### config.mk
export PLATFORM = sky130hd
export DESIGN_NAME = debounce_bank
export DESIGN_NICKNAME = d
export VERILOG_FILES = /design/src/rtl/debounce_pkg.sv /design/src/rtl/debounce_chan.sv /design/src/rtl/debounce_bank.sv
export SDC_FILE = /design/constraint.sdc
export NUM_CORES = 1
export LEC_CHECK = 0
export CAP_MARGIN = 20
export CORE_MARGIN = 5
export CORE_UTILIZATION = 53
export CTS_CLUSTER_SIZE = 12
export DETAILED_ROUTE_END_ITERATION = 12
export GPL_ROUTABILITY_DRIVEN = 0
export PLACE_DENSITY = 0.77
export SYNTH_ARGS = -nofsm -noshare
export SYNTH_HDL_FRONTEND = slang
export SYNTH_SLANG_ARGS = --single-unit
### constraint.sdc
create_clock -name clk -period 2.1 [get_ports clk]
set_clock_uncertainty 0.15 [all_clocks]
set_input_delay 0.21 -clock clk [delete_from_list [all_inputs] [get_ports clk]]
set_output_delay 0.21 -clock clk [all_outputs]
set_load 0.05 [all_outputs]
### src/rtl/debounce_pkg.sv
`default_nettype none
// ============================================================================
// Module   : debounce_pkg
// Purpose  : Shared defaults for the switch debounce bank.
// Revision : 1.0
// ============================================================================
package debounce_pkg;

  // 20 ms at 12 MHz; counter width chosen so the limit fits without wrapping.
  localparam int unsigned c_default_limit = 240000;
  localparam int unsigned c_default_size  = 18;

endpackage
`default_nettype wire

### src/rtl/debounce_chan.sv
`default_nettype none
// ============================================================================
// Module   : debounce_chan
// Purpose  : One switch channel: 2-flop synchroniser, stability counter,
//            debounced level and registered rise/fall pulses.
// Revision : 1.0
// ============================================================================
module debounce_chan
  import debounce_pkg::*;
#(
  parameter int unsigned DEBOUNCE_LIMIT = c_default_limit,
  parameter int unsigned DEBOUNCE_SIZE  = c_default_size,
  parameter logic        INITIAL_STATE  = 1'b0
) (
  input  logic clk,
  input  logic rst_n,
  input  logic switch_in,
  output logic switch_out,
  output logic rise,
  output logic fall
);

  localparam logic [DEBOUNCE_SIZE-1:0] c_last_count = DEBOUNCE_SIZE'(DEBOUNCE_LIMIT - 1);

  logic                     sync1_q, sync1_d;
  logic                     sync2_q, sync2_d;
  logic                     state_q, state_d;
  logic [DEBOUNCE_SIZE-1:0] count_q, count_d;
  logic                     rise_q, rise_d;
  logic                     fall_q, fall_d;

  always_comb begin
    sync1_d = switch_in;
    sync2_d = sync1_q;
    state_d = state_q;
    count_d = '0;
    // Any cycle agreeing with the current level restarts the stability count.
    if (sync2_q != state_q) begin
      if (count_q == c_last_count) begin
        state_d = sync2_q;
      end else begin
        count_d = count_q + 1'b1;
      end
    end
    rise_d = state_d & ~state_q;
    fall_d = ~state_d & state_q;
  end

  always_ff @(posedge clk or negedge rst_n) begin
    if (!rst_n) begin
      sync1_q <= INITIAL_STATE;
      sync2_q <= INITIAL_STATE;
      state_q <= INITIAL_STATE;
      count_q <= '0;
      rise_q  <= 1'b0;
      fall_q  <= 1'b0;
    end else begin
      sync1_q <= sync1_d;
      sync2_q <= sync2_d;
      state_q <= state_d;
      count_q <= count_d;
      rise_q  <= rise_d;
      fall_q  <= fall_d;
    end
  end

  assign switch_out = state_q;
  assign rise       = rise_q;
  assign fall       = fall_q;

endmodule
`default_nettype wire

### src/rtl/debounce_bank.sv
`default_nettype none
// ============================================================================
// Module   : debounce_bank
// Purpose  : Bank of independent debounced switches with sticky change flags
//            and a combined interrupt.
// Revision : 1.0
// ============================================================================
module debounce_bank
  import debounce_pkg::*;
#(
  parameter int unsigned         CHANNELS       = 4,
  parameter int unsigned         DEBOUNCE_LIMIT = c_default_limit,
  parameter int unsigned         DEBOUNCE_SIZE  = c_default_size,
  parameter logic [CHANNELS-1:0] INITIAL_STATE  = '0
) (
  input  logic                clk,
  input  logic                rst_n,
  input  logic [CHANNELS-1:0] switch_in,
  output logic [CHANNELS-1:0] switch_out,
  output logic [CHANNELS-1:0] rise,
  output logic [CHANNELS-1:0] fall,
  input  logic [CHANNELS-1:0] event_clr,
  output logic [CHANNELS-1:0] events,
  output logic                irq
);

  logic [CHANNELS-1:0] events_q, events_d;

  generate
    for (genvar i = 0; i < CHANNELS; i++) begin : g_chan
      debounce_chan #(
        .DEBOUNCE_LIMIT (DEBOUNCE_LIMIT),
        .DEBOUNCE_SIZE  (DEBOUNCE_SIZE),
        .INITIAL_STATE  (INITIAL_STATE[i])
      ) u_chan (
        .clk        (clk),
        .rst_n      (rst_n),
        .switch_in  (switch_in[i]),
        .switch_out (switch_out[i]),
        .rise       (rise[i]),
        .fall       (fall[i])
      );
    end
  endgenerate

  // A pulse arriving together with a clear keeps the flag set.
  always_comb begin
    events_d = (events_q & ~event_clr) | rise | fall;
  end

  always_ff @(posedge clk or negedge rst_n) begin
    if (!rst_n) begin
      events_q <= '0;
    end else begin
      events_q <= events_d;
    end
  end

  assign events = events_q;
  assign irq    = |events_q;

endmodule
`default_nettype wire
==> flow_metrics.tcl, run 1 <==
set metrics [dict create \
    status "completed" \
    max_stage_delay_ns 0.84 \
    powerDensity_nw_per_um2 644 \
    syn-num-nets 454 \
    ff_latch_area_um2 2400 \
    finalSetupViolations 0 \
    leakagePower_uw 0.00203 \
    ios 27 \
    track_usage 0.180 \
    maxUsedRoutingLayer "met4" \
    rows 33 \
    crit_required_ns 1.74 \
    nFillCells 683 \
    first_iter_violations 71 \
    critPathArrivalTime_ns 1.66 \
    wl_met3_um 288 \
    wire_per_inst_um 14.4 \
    synth_common_cells "dfrtp_1, nor2_1, xnor2_1, nand3_1" \
    hold_viol 0 \
    synth_top_area_share 0.535 \
    synth_area_leaders "dfrtp_1, xnor2_1, nor2_1" \
    die_height_um 102 \
    fin_crit_sh 0.961 \
    clock-sinks 96 \
    htree_levels 3 \
    antenna_found_initial 0 \
    netlist_area_um2 4490 \
    synth_most_common_cell "dfrtp_1" \
    ys.flop_type "dfrtp_1" \
    io_buffers 26 \
    grt_max_degree 97 \
    clk_pin_slew_ns 0.10 \
    drc 0 \
    syn_avg_cell_area_um2 10.2 \
    start_util 0.544 \
    ant_nets 0 \
    clock_path_buffers 2 \
    max_freq_mhz 496 \
    holdCritPathClass "input pin to flip-flop" \
    vias 3209 \
    cts-root-buf "clkbuf_8" \
    cap_violations 0 \
    hold_buffers 1 \
    grt_pass1_vias 3214 \
    totalNegativeSetupSlack_ns 0 \
    multiInputGateArea_um2 1930 \
    wl_met1_mm 3.94 \
    worstPathCellList "clkdlybuf4s50_1" \
    startpoint_type "flip-flop" \
    ys_ff_latch 96 \
    insertion_delay_ns 0.37 \
    diodes 0 \
    async_flop_share 1.00 \
    critical_path_class "flip-flop to output port" \
    die_w_um 102 \
    cts_made_buffers 9 \
    hpwlAfterDp_mm 6.03 \
    via_per_inst 5.50 \
    dr.pass1.iters 5 \
    max_slew_margin 0.657 \
    synthCells 440 \
    die-area_um2 10400 \
    timing.final.crit_period_ns 2.02 \
    nets 487 \
    wl_met2_mm 4.00 \
    cts_resized 0 \
    routed_wl_mm 8.41 \
    ir_drop_mv 0.344 \
    area_growth_syn_to_layout_pct 13.3 \
    cp_max_fo 6 \
    cp_top_family "buffers and inverters" \
    tritoncts "done" \
    critPathBufInv 1 \
    rsz0062_at_grt "no" \
    whs_ns 0.122 \
    yosysSeqAreaShare 0.535 \
    synth_top_cell_by_area "dfrtp_1" \
    gr-total-overflow 0 \
    grt_pass1_wl_mm 14.7 \
    finalMaxSlewViolations 0 \
    synth-edff-count 0 \
    core_area_um2 8260 \
    cp_slowest_cell "clkdlybuf4s50_1" \
    cts_setup_buffers 0 \
    crit_path_end_kind "output port" \
    worst_pin_slew_ns 0.509 \
    synth_cell_type_count 38 \
    yosysWarnings 0 \
    drive_gt1_frac 0.0837 \
]
==> final timing paths <==
path / start / end / slack, ns / cells after the start
setup / recovery: g_chan[1].u_chan.switch_out / switch_out[1] / 0.08 / 1
hold / removal: switch_in[2] / g_chan[2].u_chan.sync1_q / 0.12 / 1
setup reg to reg: g_chan[3].u_chan.count_q[7] / g_chan[3].u_chan.switch_out / 0.16 / 4
hold reg to reg: g_chan[1].u_chan.sync1_q / g_chan[1].u_chan.sync2_q / 0.20 / 0
max in group asynchronous: rst_n / g_chan[3].u_chan.fall / 1.17 / 3
min in group asynchronous: rst_n / g_chan[0].u_chan.count_q[4] / 0.28 / 3
==> layer usage <==
metal,vias to the layer above,track usage
li1,1584,-
met1,1559,0.241
met2,50,0.283
met3,16,0.0451
met4,0,0.0747
met5,-,0
==> through the flow <==
| step | util | setup WS [ns] | power, µW | cells | area (µm²) |
|---|---|---|---|---|---|
| detailed placement | 0.590 | 0.161 | 2070 | 566 | 4870 |
| global route | 0.616 | 0.0168 | 3410 | 583 | 5090 |
| finish | 0.616 | 0.0825 | 3280 | 583 | 5090 |
| CTS | 0.616 | 0.0646 | 3310 | 583 | 5090 |
| global placement | 0.590 | 0.217 | 2070 | 566 | 4870 |
| floorplan | - | 0.171 | 1990 | 440 | 4490 |
==> cell type report <==
cell class / count / share of cell area
inverters: 13 / 0.00959
flip-flops and latches: 96 / 0.472
well taps: 105 / 0.0258
multi-input cells: 313 / 0.378
repair buffers: 40 / 0.0738
clock buffers: 10 / 0.0270
clock inverters: 6 / 0.0133
==> cells in the final DEF (no fill, tap or decap), drive strengths merged, types with 2 or more instances in the layout <==
master	instances
dfrtp	96
nor2	75
xnor2	46
nand3	27
clkdlybuf4s50	24
nand4	24
nand2	23
nor4	19
xor2	15
buf	15
nor3	14
inv	14
nor3b	11
o21ai	10
clkbuf	10
a21oi	7
and3	6
or3	6
mux2	5
and4	4
ha	4
nor4b	3
o31ai	3
clkinvlp	2
or4	2
clkinv	2
==> flip-flops by register name, summed over array words and instances, names as in the netlist <==
signal	flops
events	4
g_chan.u_chan.count_q	72
g_chan.u_chan.fall	4
g_chan.u_chan.rise	4
g_chan.u_chan.switch_out	4
g_chan.u_chan.sync1_q	4
g_chan.u_chan.sync2_q	4
==> logic make-up after synthesis <==
group,Yosys count,share of synthesized area
XOR/XNOR,61,0.119
multiplexers,6,0.0148
adder cells (fa/ha/maj),4,0.0111
buffers and inverters,31,0.0365
AO/OA/AOI/OAI,21,0.0270
AND/OR/NAND/NOR,221,0.257
flip-flops,96,0.535
==> report_power, final <==
group	switching (µW)	internal [µW]
combinational	80.4	52.6
clock	657	587
sequential	27.0	1870
total	764	2510
Note: power is estimated with default switching activity, not from simulation.
==> run 2, diff against run 1 <==
--- a/config.mk
+++ b/config.mk
@@ -11,6 +11,7 @@
 export CTS_CLUSTER_SIZE = 12
 export DETAILED_ROUTE_END_ITERATION = 12
 export GPL_ROUTABILITY_DRIVEN = 0
+export MAX_ROUTING_LAYER = met4
 export PLACE_DENSITY = 0.77
 export SYNTH_ARGS = -nofsm -noshare
 export SYNTH_HDL_FRONTEND = slang
==> run 2 against run 1 <==
  * Global-route usage up 0.56 points
  * Maximum frequency about the same
  * Non-clock buffer count unchanged
  * Via count about the same
==> flow_metrics.tcl, run 2 (same netlist as run 1, synthesis figures left out) <==
set metrics [dict create \
    status "completed" \
    dr.pass1.iters 4 \
    ir_drop_mv 0.344 \
    finalSetupViolations 0 \
    cts_resized 0 \
    die_height_um 102 \
    clock_path_buffers 2 \
    layout_commonest_cell "dfrtp_1" \
    drive_gt1_frac 0.0837 \
    tritoncts "done" \
    via_per_inst 5.50 \
    cp_max_fo 6 \
    worstReg2RegStart "g_chan[3].u_chan.count_q[7]" \
    hp-start "switch_in[2]" \
    htree_levels 3 \
    rows 33 \
    critical_path_class "flip-flop to output port" \
    max_stage_delay_ns 0.84 \
    wl_met1_mm 3.94 \
    nets 487 \
    worstPathCellList "clkdlybuf4s50_1" \
    antenna_found_initial 0 \
    startpoint_type "flip-flop" \
    post-place-cells 566 \
    cp_slowest_cell "clkdlybuf4s50_1" \
    io_buffers 26 \
    reg2regPathDepth 4 \
    rsz0062_at_grt "no" \
    grt_pass1_wl_mm 14.7 \
    drc 0 \
    die_w_um 102 \
    track_usage 0.186 \
    grt_pass1_vias 3219 \
    hold_viol 0 \
    wire_per_inst_um 14.5 \
    critPathBufInv 1 \
    regMostFlops "g_chan.u_chan.count_q" \
    grt_max_degree 97 \
    holdCritPathClass "input pin to flip-flop" \
    whs_ns 0.121 \
    wl_met3_um 326 \
    routed_wl_mm 8.43 \
    crit_required_ns 1.74 \
    largest_reg_flops 72 \
    timing.final.crit_period_ns 2.02 \
    hpwlAfterDp_mm 6.03 \
    whs_endpoint "g_chan[2].u_chan.sync1_q" \
    first_iter_violations 74 \
    vias 3207 \
    powerDensity_nw_per_um2 644 \
    clk_pin_slew_ns 0.10 \
    max_slew_margin 0.657 \
    most-common-layout-cells "dfrtp_1, nor2_1, xnor2_1, nand3_1, clkdlybuf4s50_1" \
    dp_slack_ns 0.161 \
    nFillCells 683 \
    core_area_um2 8260 \
    area_growth_syn_to_layout_pct 13.3 \
    finalMaxSlewViolations 0 \
    worst_pin_slew_ns 0.510 \
    wl_met2_mm 3.99 \
    fin_crit_sh 0.961 \
    start_util 0.544 \
    critPathArrivalTime_ns 1.66 \
    totalNegativeSetupSlack_ns 0 \
    crit_path_end_kind "output port" \
    ant_nets 0 \
    maxUsedRoutingLayer "met4" \
    cts-root-buf "clkbuf_8" \
    leakagePower_uw 0.00203 \
    r2r_end "g_chan[3].u_chan.switch_out" \
    ios 27 \
    clock-sinks 96 \
    r2r_setup_slack_ns 0.16 \
    diodes 0 \
    setup_ws_ns 0.0822 \
    die-area_um2 10400 \
    cp_top_family "buffers and inverters" \
    insertion_delay_ns 0.37 \
    hold_path_depth 1 \
    gr-total-overflow 0 \
    instances_no_fill 583 \
    cap_violations 0 \
    cts_made_buffers 9 \
    max_freq_mhz 496 \
]
## run 2: cell counts in the layout (fill, tap and decap cells not counted)
No cell type changed its count.
## run 2: report_power, final
part           switching, µW  internal [µW]  total (µW)
Clock                    658            587        1240
Combinational           80.7           52.6         133
Sequential              26.9           1870        1900
Total                    766           2510        3280
## run 2: metrics by stage
stage	area (µm²)	total power, µW	utilization
floorplan	4490	1990	-
global placement	4870	2070	0.590
detailed placement	4870	2070	0.590
CTS	5090	3310	0.616
global route	5090	3410	0.616
finish	5090	3280	0.616
## run 2: layout make-up
class	count	area, µm²	area share
Inverter	13	48.8	0.00959
Timing Repair Buffer	40	375	0.0738
Clock buffer	10	138	0.0270
Multi-Input combinational cell	313	1930	0.378
Tap cell	105	131	0.0258
Sequential cell	96	2400	0.472
Clock inverter	6	67.6	0.0133
## run 2: timing repair
item,in CTS,in global routing
setup buffers,0,0
hold buffers,1,0
hold endpoints to repair,96,0
## run 2: worst max-delay path by stage
stage	startpoint	end	slack [ns]	cells after the start
after floorplan	g_chan[0].u_chan.count_q[0]	g_chan[0].u_chan.count_q[10]	0.17	6
after global placement	g_chan[3].u_chan.count_q[5]	g_chan[3].u_chan.count_q[17]	0.22	4
after detailed placement	g_chan[3].u_chan.count_q[5]	g_chan[3].u_chan.count_q[17]	0.16	4
after CTS	g_chan[0].u_chan.switch_out	switch_out[0]	0.06	1
after global routing	g_chan[1].u_chan.switch_out	switch_out[1]	0.02	1
final	g_chan[1].u_chan.switch_out	switch_out[1]	0.08	1
## run 2: routing by layer
layer	up-vias	track usage
met3	18	0.0437
met5	-	-
met4	0	0.0747
met1	1559	0.242
met2	49	0.282
li1	1581	-
## run 2: worst reg2reg max path, stage by stage, from the launching register on
cell and delay (ns):
dfrtp_1 0.46, nor4b_1 0.35, nand3_1 0.15, or3_1 0.43, mux2_2 0.29
==> run 3, diff against run 2 <==
--- a/config.mk
+++ b/config.mk
@@ -5,7 +5,6 @@
 export SDC_FILE = /design/constraint.sdc
 export NUM_CORES = 1
 export LEC_CHECK = 0
-export CAP_MARGIN = 20
 export CORE_MARGIN = 5
 export CORE_UTILIZATION = 53
 export CTS_CLUSTER_SIZE = 12
==> results of run 3 <==
The final DEF is identical to that of run 2; final timing and power are the same.
